**src/rtl/alu_pkg.sv**
```systemverilog
// Shared ALU definitions: opcode encoding and default datapath width.
// Imported by the datapath, the registered top and the testbench.
package alu_pkg;

    localparam int ALU_WIDTH = 8;

    typedef enum logic [3:0] {
        OP_ADD  = 4'd0,
        OP_SUB  = 4'd1,
        OP_MUL  = 4'd2,
        OP_DIV  = 4'd3,
        OP_SHL  = 4'd4,
        OP_SHR  = 4'd5,
        OP_ROTL = 4'd6,
        OP_ROTR = 4'd7,
        OP_AND  = 4'd8,
        OP_OR   = 4'd9,
        OP_XOR  = 4'd10,
        OP_NOR  = 4'd11,
        OP_NAND = 4'd12,
        OP_XNOR = 4'd13,
        OP_GT   = 4'd14,
        OP_EQ   = 4'd15
    } alu_op_e;

endpackage

```
**src/rtl/alu_core.sv**
```systemverilog
// Purely combinational ALU datapath: unsigned operands, results truncated
// to WIDTH bits, compares zero-extended.
module alu_core
    import alu_pkg::*;
#(
    parameter int WIDTH = ALU_WIDTH
) (
    input  logic [WIDTH-1:0] a_i,
    input  logic [WIDTH-1:0] b_i,
    input  logic [3:0]       sel_i,
    output logic [WIDTH-1:0] result_o
);

    always_comb begin
        result_o = '0;
        case (alu_op_e'(sel_i))
            OP_ADD:  result_o = a_i + b_i;
            OP_SUB:  result_o = a_i - b_i;
            OP_MUL:  result_o = a_i * b_i;
            // A zero divisor yields 0 instead of the simulator's X.
            OP_DIV:  result_o = (b_i == '0) ? '0 : (a_i / b_i);
            OP_SHL:  result_o = {a_i[WIDTH-2:0], 1'b0};
            OP_SHR:  result_o = {1'b0, a_i[WIDTH-1:1]};
            OP_ROTL: result_o = {a_i[WIDTH-2:0], a_i[WIDTH-1]};
            OP_ROTR: result_o = {a_i[0], a_i[WIDTH-1:1]};
            OP_AND:  result_o = a_i & b_i;
            OP_OR:   result_o = a_i | b_i;
            OP_XOR:  result_o = a_i ^ b_i;
            OP_NOR:  result_o = ~(a_i | b_i);
            OP_NAND: result_o = ~(a_i & b_i);
            OP_XNOR: result_o = ~(a_i ^ b_i);
            OP_GT:   result_o = {{(WIDTH-1){1'b0}}, (a_i > b_i)};
            OP_EQ:   result_o = {{(WIDTH-1){1'b0}}, (a_i == b_i)};
            default: result_o = '0;
        endcase
    end

endmodule

```
**src/rtl/alu.sv**
```systemverilog
// Registered ALU: the combinational core plus a single output register
// that clears asynchronously while reset is low.
module alu
    import alu_pkg::*;
#(
    parameter int WIDTH = ALU_WIDTH
) (
    input  logic             clock,
    input  logic             reset,
    input  logic [WIDTH-1:0] A,
    input  logic [WIDTH-1:0] B,
    input  logic [3:0]       ALU_Sel,
    output logic [WIDTH-1:0] ALU_Out
);

    logic [WIDTH-1:0] alu_out_d;
    logic [WIDTH-1:0] alu_out_q;

    alu_core #(
        .WIDTH (WIDTH)
    ) u_core (
        .a_i      (A),
        .b_i      (B),
        .sel_i    (ALU_Sel),
        .result_o (alu_out_d)
    );

    always_ff @(posedge clock or negedge reset) begin
        if (!reset) begin
            alu_out_q <= '0;
        end else begin
            alu_out_q <= alu_out_d;
        end
    end

    assign ALU_Out = alu_out_q;

endmodule

```
**config.mk**
```make
export PLATFORM = sky130hd
export DESIGN_NAME = alu
export DESIGN_NICKNAME = d
export VERILOG_FILES = /design/src/rtl/alu_pkg.sv /design/src/rtl/alu_core.sv /design/src/rtl/alu.sv
export SDC_FILE = /design/constraint.sdc
export NUM_CORES = 1
export LEC_CHECK = 0
export ABC_AREA = 1
export CORE_MARGIN = 4
export CORE_UTILIZATION = 55
export DETAILED_ROUTE_END_ITERATION = 16
export PLACE_DENSITY_LB_ADDON = 0.1
export SLEW_MARGIN = 15
export SYNTH_ARGS = -nofsm -noshare
export SYNTH_HDL_FRONTEND = slang
export SYNTH_SLANG_ARGS = --single-unit
```
**constraint.sdc**
```tcl
create_clock -name clock -period 0.8 [get_ports clock]
set_input_delay 0.12 -clock clock [delete_from_list [all_inputs] [get_ports clock]]
set_output_delay 0.12 -clock clock [all_outputs]
set_load 0.02 [all_outputs]
```
==> impl_metrics.env, run 1 <==
export IMPL_ys_warn_count=0
export IMPL_pin_count=30
export IMPL_syn_area_mm2=0.00427
export IMPL_lastStage="clock tree synthesis (4_1_cts)"
export IMPL_synth_top_cells_by_area="ha_1 (23%), nand2_1 (14%), inv_1 (11%), fa_1 (6.6%), dfrtp_1 (4.7%)"
export IMPL_port_buffers=29
export IMPL_synth_seq_area_share_pct=4.69
export IMPL_synth_main_ff_cell="dfrtp_1"
export IMPL_cts_inserted_buffers=3
export IMPL_async_flop_share_pct=100
export IMPL_status="did not finish"
export IMPL_ctsRootBufferMaster="clkbuf_8"
export IMPL_postSynthRegisterBits=8
export IMPL_hpwl_mm=14.3
export IMPL_cts_hold_buf=0
export IMPL_cts_buffer_depth=2
export IMPL_initial_core_util_pct=57.6
export IMPL_yosysTopAreaCell="ha_1"
export IMPL_cts_htree_levels=1
export IMPL_rows=31
export IMPL_cts_setup_buffers=48
export IMPL_die_w_um=96.1
export IMPL_cts_sinks=8
export IMPL_syn_inst=675
export IMPL_gp_congestion=1.07
export IMPL_synth_nets=790
export IMPL_ctsResizeCount=229
export IMPL_synth_cell_type_count=45
export IMPL_synth_enable_flop_cells=0
export IMPL_die_h_um=96.1
export IMPL_first_error="[ERROR DPL-0033] detailed placement checks failed during check placement."
export IMPL_synth_avg_cell_area_um2=6.32
export IMPL_yosys_area_top_type_share_pct=23.2
==> cells in the mapped netlist (4+ instances only) <==
master,instances
clkbuf_1,6
nand3_1,38
o21bai_1,4
o22ai_1,10
inv_1,127
nand3_2,8
or2_2,7
inv_2,4
ha_1,79
nor2_1,41
nand2_1,162
a211oi_1,6
and2_1,4
xor2_1,21
o21ai_0,22
nand2_2,6
nand4_1,10
dfrtp_1,8
o21ai_2,4
a21oi_1,37
fa_1,14
xnor2_1,11
nor3_1,5
o21ai_1,8
==> metrics by stage <==
stage          hold slack [ns]  setup WS (ns)  area (um^2)  std cells  setup TNS, ns
2_1_floorplan           -0.176          -6.56         4610        675         -29.96
3_3_place_gp             0.450          -7.35         6390        981         -38.28
3_5_place_dp             0.453          -8.03         6390        981         -41.15
==> cells by family after synthesis <==
group / Yosys count / share of synthesized area (%)
AND/OR/NAND/NOR: 292 / 30.9
buffers and inverters: 142 / 12.7
AO/OA/AOI/OAI: 108 / 15.4
adder cells (fa/ha/maj): 93 / 29.7
XOR/XNOR: 32 / 6.57
flip-flops: 8 / 4.69
==> run 2, diff against run 1 <==
Settings changed: CORE_UTILIZATION 55 to 40, PLACE_DENSITY_LB_ADDON 0.1 to 0.15.
==> run 2 against run 1 <==
The flow now finishes, with violations (setup timing). Synthesized area did not move. Synthesized cell count did not move.
==> impl_metrics.env, run 2 <==
export IMPL_status="finished with violations"
export IMPL_violations="setup timing"
export IMPL_drc=0
export IMPL_synth_avg_cell_area_um2=6.32
export IMPL_gr_total_overflow=0
export IMPL_min_path_type="in -> async"
export IMPL_cts_inserted_buffers=3
export IMPL_max_freq_mhz=128
export IMPL_crit_top_cell="nand2_1"
export IMPL_synth_top_cells_by_area="ha_1 (23%), nand2_1 (14%), inv_1 (11%), fa_1 (6.6%), dfrtp_1 (4.7%)"
export IMPL_drive_above_1_share_pct=47.7
export IMPL_port_buffers=29
export IMPL_ys_top_cells_by_count="nand2_1 (162), inv_1 (127), ha_1 (79), nor2_1 (41), nand3_1 (38)"
export IMPL_crit_family="simple AND/OR/NAND/NOR gates"
export IMPL_switching_share_pct=46.2
export IMPL_final_cell_mix="buf_4 (209), nand2_1 (132), inv_1 (101), ha_1 (50)"
export IMPL_yosys_area_top_type_share_pct=23.2
export IMPL_hpwl_mm=13.4
export IMPL_area_delta_synth_final_pct=75.2
export IMPL_postSynthRegisterBits=8
export IMPL_rows=37
export IMPL_grt_pass1_vias=5463
export IMPL_pin_count=30
export IMPL_setup_ws_ns=-7.03
export IMPL_slew_headroom_pct=59.8
export IMPL_instances_no_fill=1071
export IMPL_cts_tree="yes"
export IMPL_via_per_inst=5.06
export IMPL_antenna_found_initial=0
export IMPL_path_clk_slew_ns=0.04
export IMPL_critPathLaunchType="input pin"
export IMPL_cts_buffer_depth=2
export IMPL_die_h_um=111
export IMPL_crit_buf_inv=15
export IMPL_yosysMostFrequentCell="nand2_1"
export IMPL_initial_core_util_pct=41.2
export IMPL_cp_max_fo=7
export IMPL_period_needed_ns=7.83
export IMPL_required_ns=0.92
export IMPL_ctsRootBufferMaster="clkbuf_8"
export IMPL_synth_cell_type_count=45
export IMPL_drt_first_pass_iters=5
export IMPL_drt_total_wl_mm=17.2
export IMPL_setup_viol_count_final=16
export IMPL_grt_usage_pct=26.2
export IMPL_drv_cap=0
export IMPL_grt_max_degree=12
export IMPL_grt_pass1_wl_mm=26.6
export IMPL_cp_arrival_ns=7.95
export IMPL_synth_seq_area_share_pct=4.69
export IMPL_p_leak_nw=3.97
export IMPL_syn_area_mm2=0.00427
export IMPL_die_area_mm2=0.0124
export IMPL_critPathKind="in -> reg"
export IMPL_post_dp_cell_area_mm2=0.00645
export IMPL_combPwrFrac_pct=87.7
export IMPL_die_w_um=111
export IMPL_n_antenna_cell=0
export IMPL_p_switching_w=0.00370
export IMPL_async_flop_share_pct=100
export IMPL_worst_pin_slew_ns=0.600
export IMPL_clkPwrFrac_pct=6.0
export IMPL_power_internal_w=0.00431
export IMPL_antenna_left=0
export IMPL_hold_violations=0
export IMPL_synth_enable_flop_cells=0
export IMPL_layout_commonest_cell="buf_4"
export IMPL_synth_main_ff_cell="dfrtp_1"
export IMPL_crit_path_max_incr_delay_ns=0.30
export IMPL_yosysTopAreaCell="ha_1"
export IMPL_vdd_drop_max_mv=0.923
export IMPL_largest_reg_flops=8
export IMPL_fin_crit_sh_pct=978
export IMPL_wl_per_cell_um=16.1
export IMPL_fp_coreArea_mm2=0.0104
export IMPL_slew_violations=0
export IMPL_gp_congestion=0.970
export IMPL_dpl_cell_count=1021
export IMPL_ys_warn_count=0
export IMPL_fin_total_pwr_w=0.00801
export IMPL_drt_iter0_markers=355
export IMPL_stdcell_area_mm2=0.00748
export IMPL_hold_ws_ns=0.211
export IMPL_fin_util_pct=72.1
export IMPL_cts_htree_levels=1
export IMPL_end_kind="flop"
export IMPL_power_density_mw_per_mm2=1070
export IMPL_nets=1052
export IMPL_syn_inst=675
export IMPL_cts_sinks=8
export IMPL_num_vias=5421
export IMPL_synth_nets=790
export IMPL_seqPwrFrac_pct=6.3
export IMPL_crit_slowest_cell="ha_4"
export IMPL_rsz0062_at_grt="yes"
-- run 2: logic make-up after synthesis --
group	count (synthesis)	synth area share [%]
buf+inv	142	12.7
xor+xnor	32	6.57
fa+ha+maj	93	29.7
simple gates	292	30.9
compound gates	108	15.4
flops	8	4.69
-- run 2: cell type report --
cell class,count,area [um^2]
multi-input cells,525,4360
inverters,133,527
clock buffers,3,41.3
well taps,136,170
repair buffers,265,2180
repair inverters,1,6.26
flip-flops and latches,8,200
fillers,822,2890
-- run 2: how the worst max path moves through the flow --
stage | cells after the start | to | start | slack, ns
6_report | 66 | ALU_Out[0] | B[0] | -7.03
3_3_place_gp | 64 | ALU_Out[0] | B[0] | -7.50
5_1_grt | 66 | ALU_Out[0] | B[0] | -7.48
4_1_cts | 65 | ALU_Out[0] | B[0] | -6.75
3_5_place_dp | 66 | ALU_Out[0] | B[0] | -7.79
2_1_floorplan | 67 | ALU_Out[0] | B[0] | -6.56
-- run 2: metrics by stage --
| step | setup WS [ns] | setup TNS (ns) |
|---|---|---|
| global placement | -7.50 | -38.95 |
| detailed placement | -7.79 | -40.17 |
| global route | -7.48 | -35.44 |
| CTS | -6.75 | -32.60 |
| floorplan | -6.56 | -29.96 |
| finish | -7.03 | -33.41 |
-- run 2: power by group through the flow --
stage                     registers (W)  logic [W]  clock network (W)
final                          0.000507    0.00702           0.000482
after global routing           0.000514    0.00767           0.000508
after CTS                      0.000509    0.00623           0.000484
after detailed placement       0.000499    0.00556                  0
after global placement         0.000497    0.00543                  0
after floorplan                0.000592    0.00316                  0
-- run 2: layer usage --
layer	vias to the layer above	routed length [um]	share of wire (%)	GRT usage, %
met3	46	633	3.7	1.31
met4	0	572	3.3	7.70
met1	2523	7320	42	32.7
met2	139	8710	51	48.4
li1	2713	-	-	-
met5	-	0	0	0
-- run 2: repair_timing --
action,in CTS,in global routing
setup buffers,31,19
endpoints found under the setup margin,16,16
cloned,1,0
pin swaps,70,64
hold buffers,0,0
gates resized for setup,155,103
No activity file was read; power rests on OpenSTA's default activity.
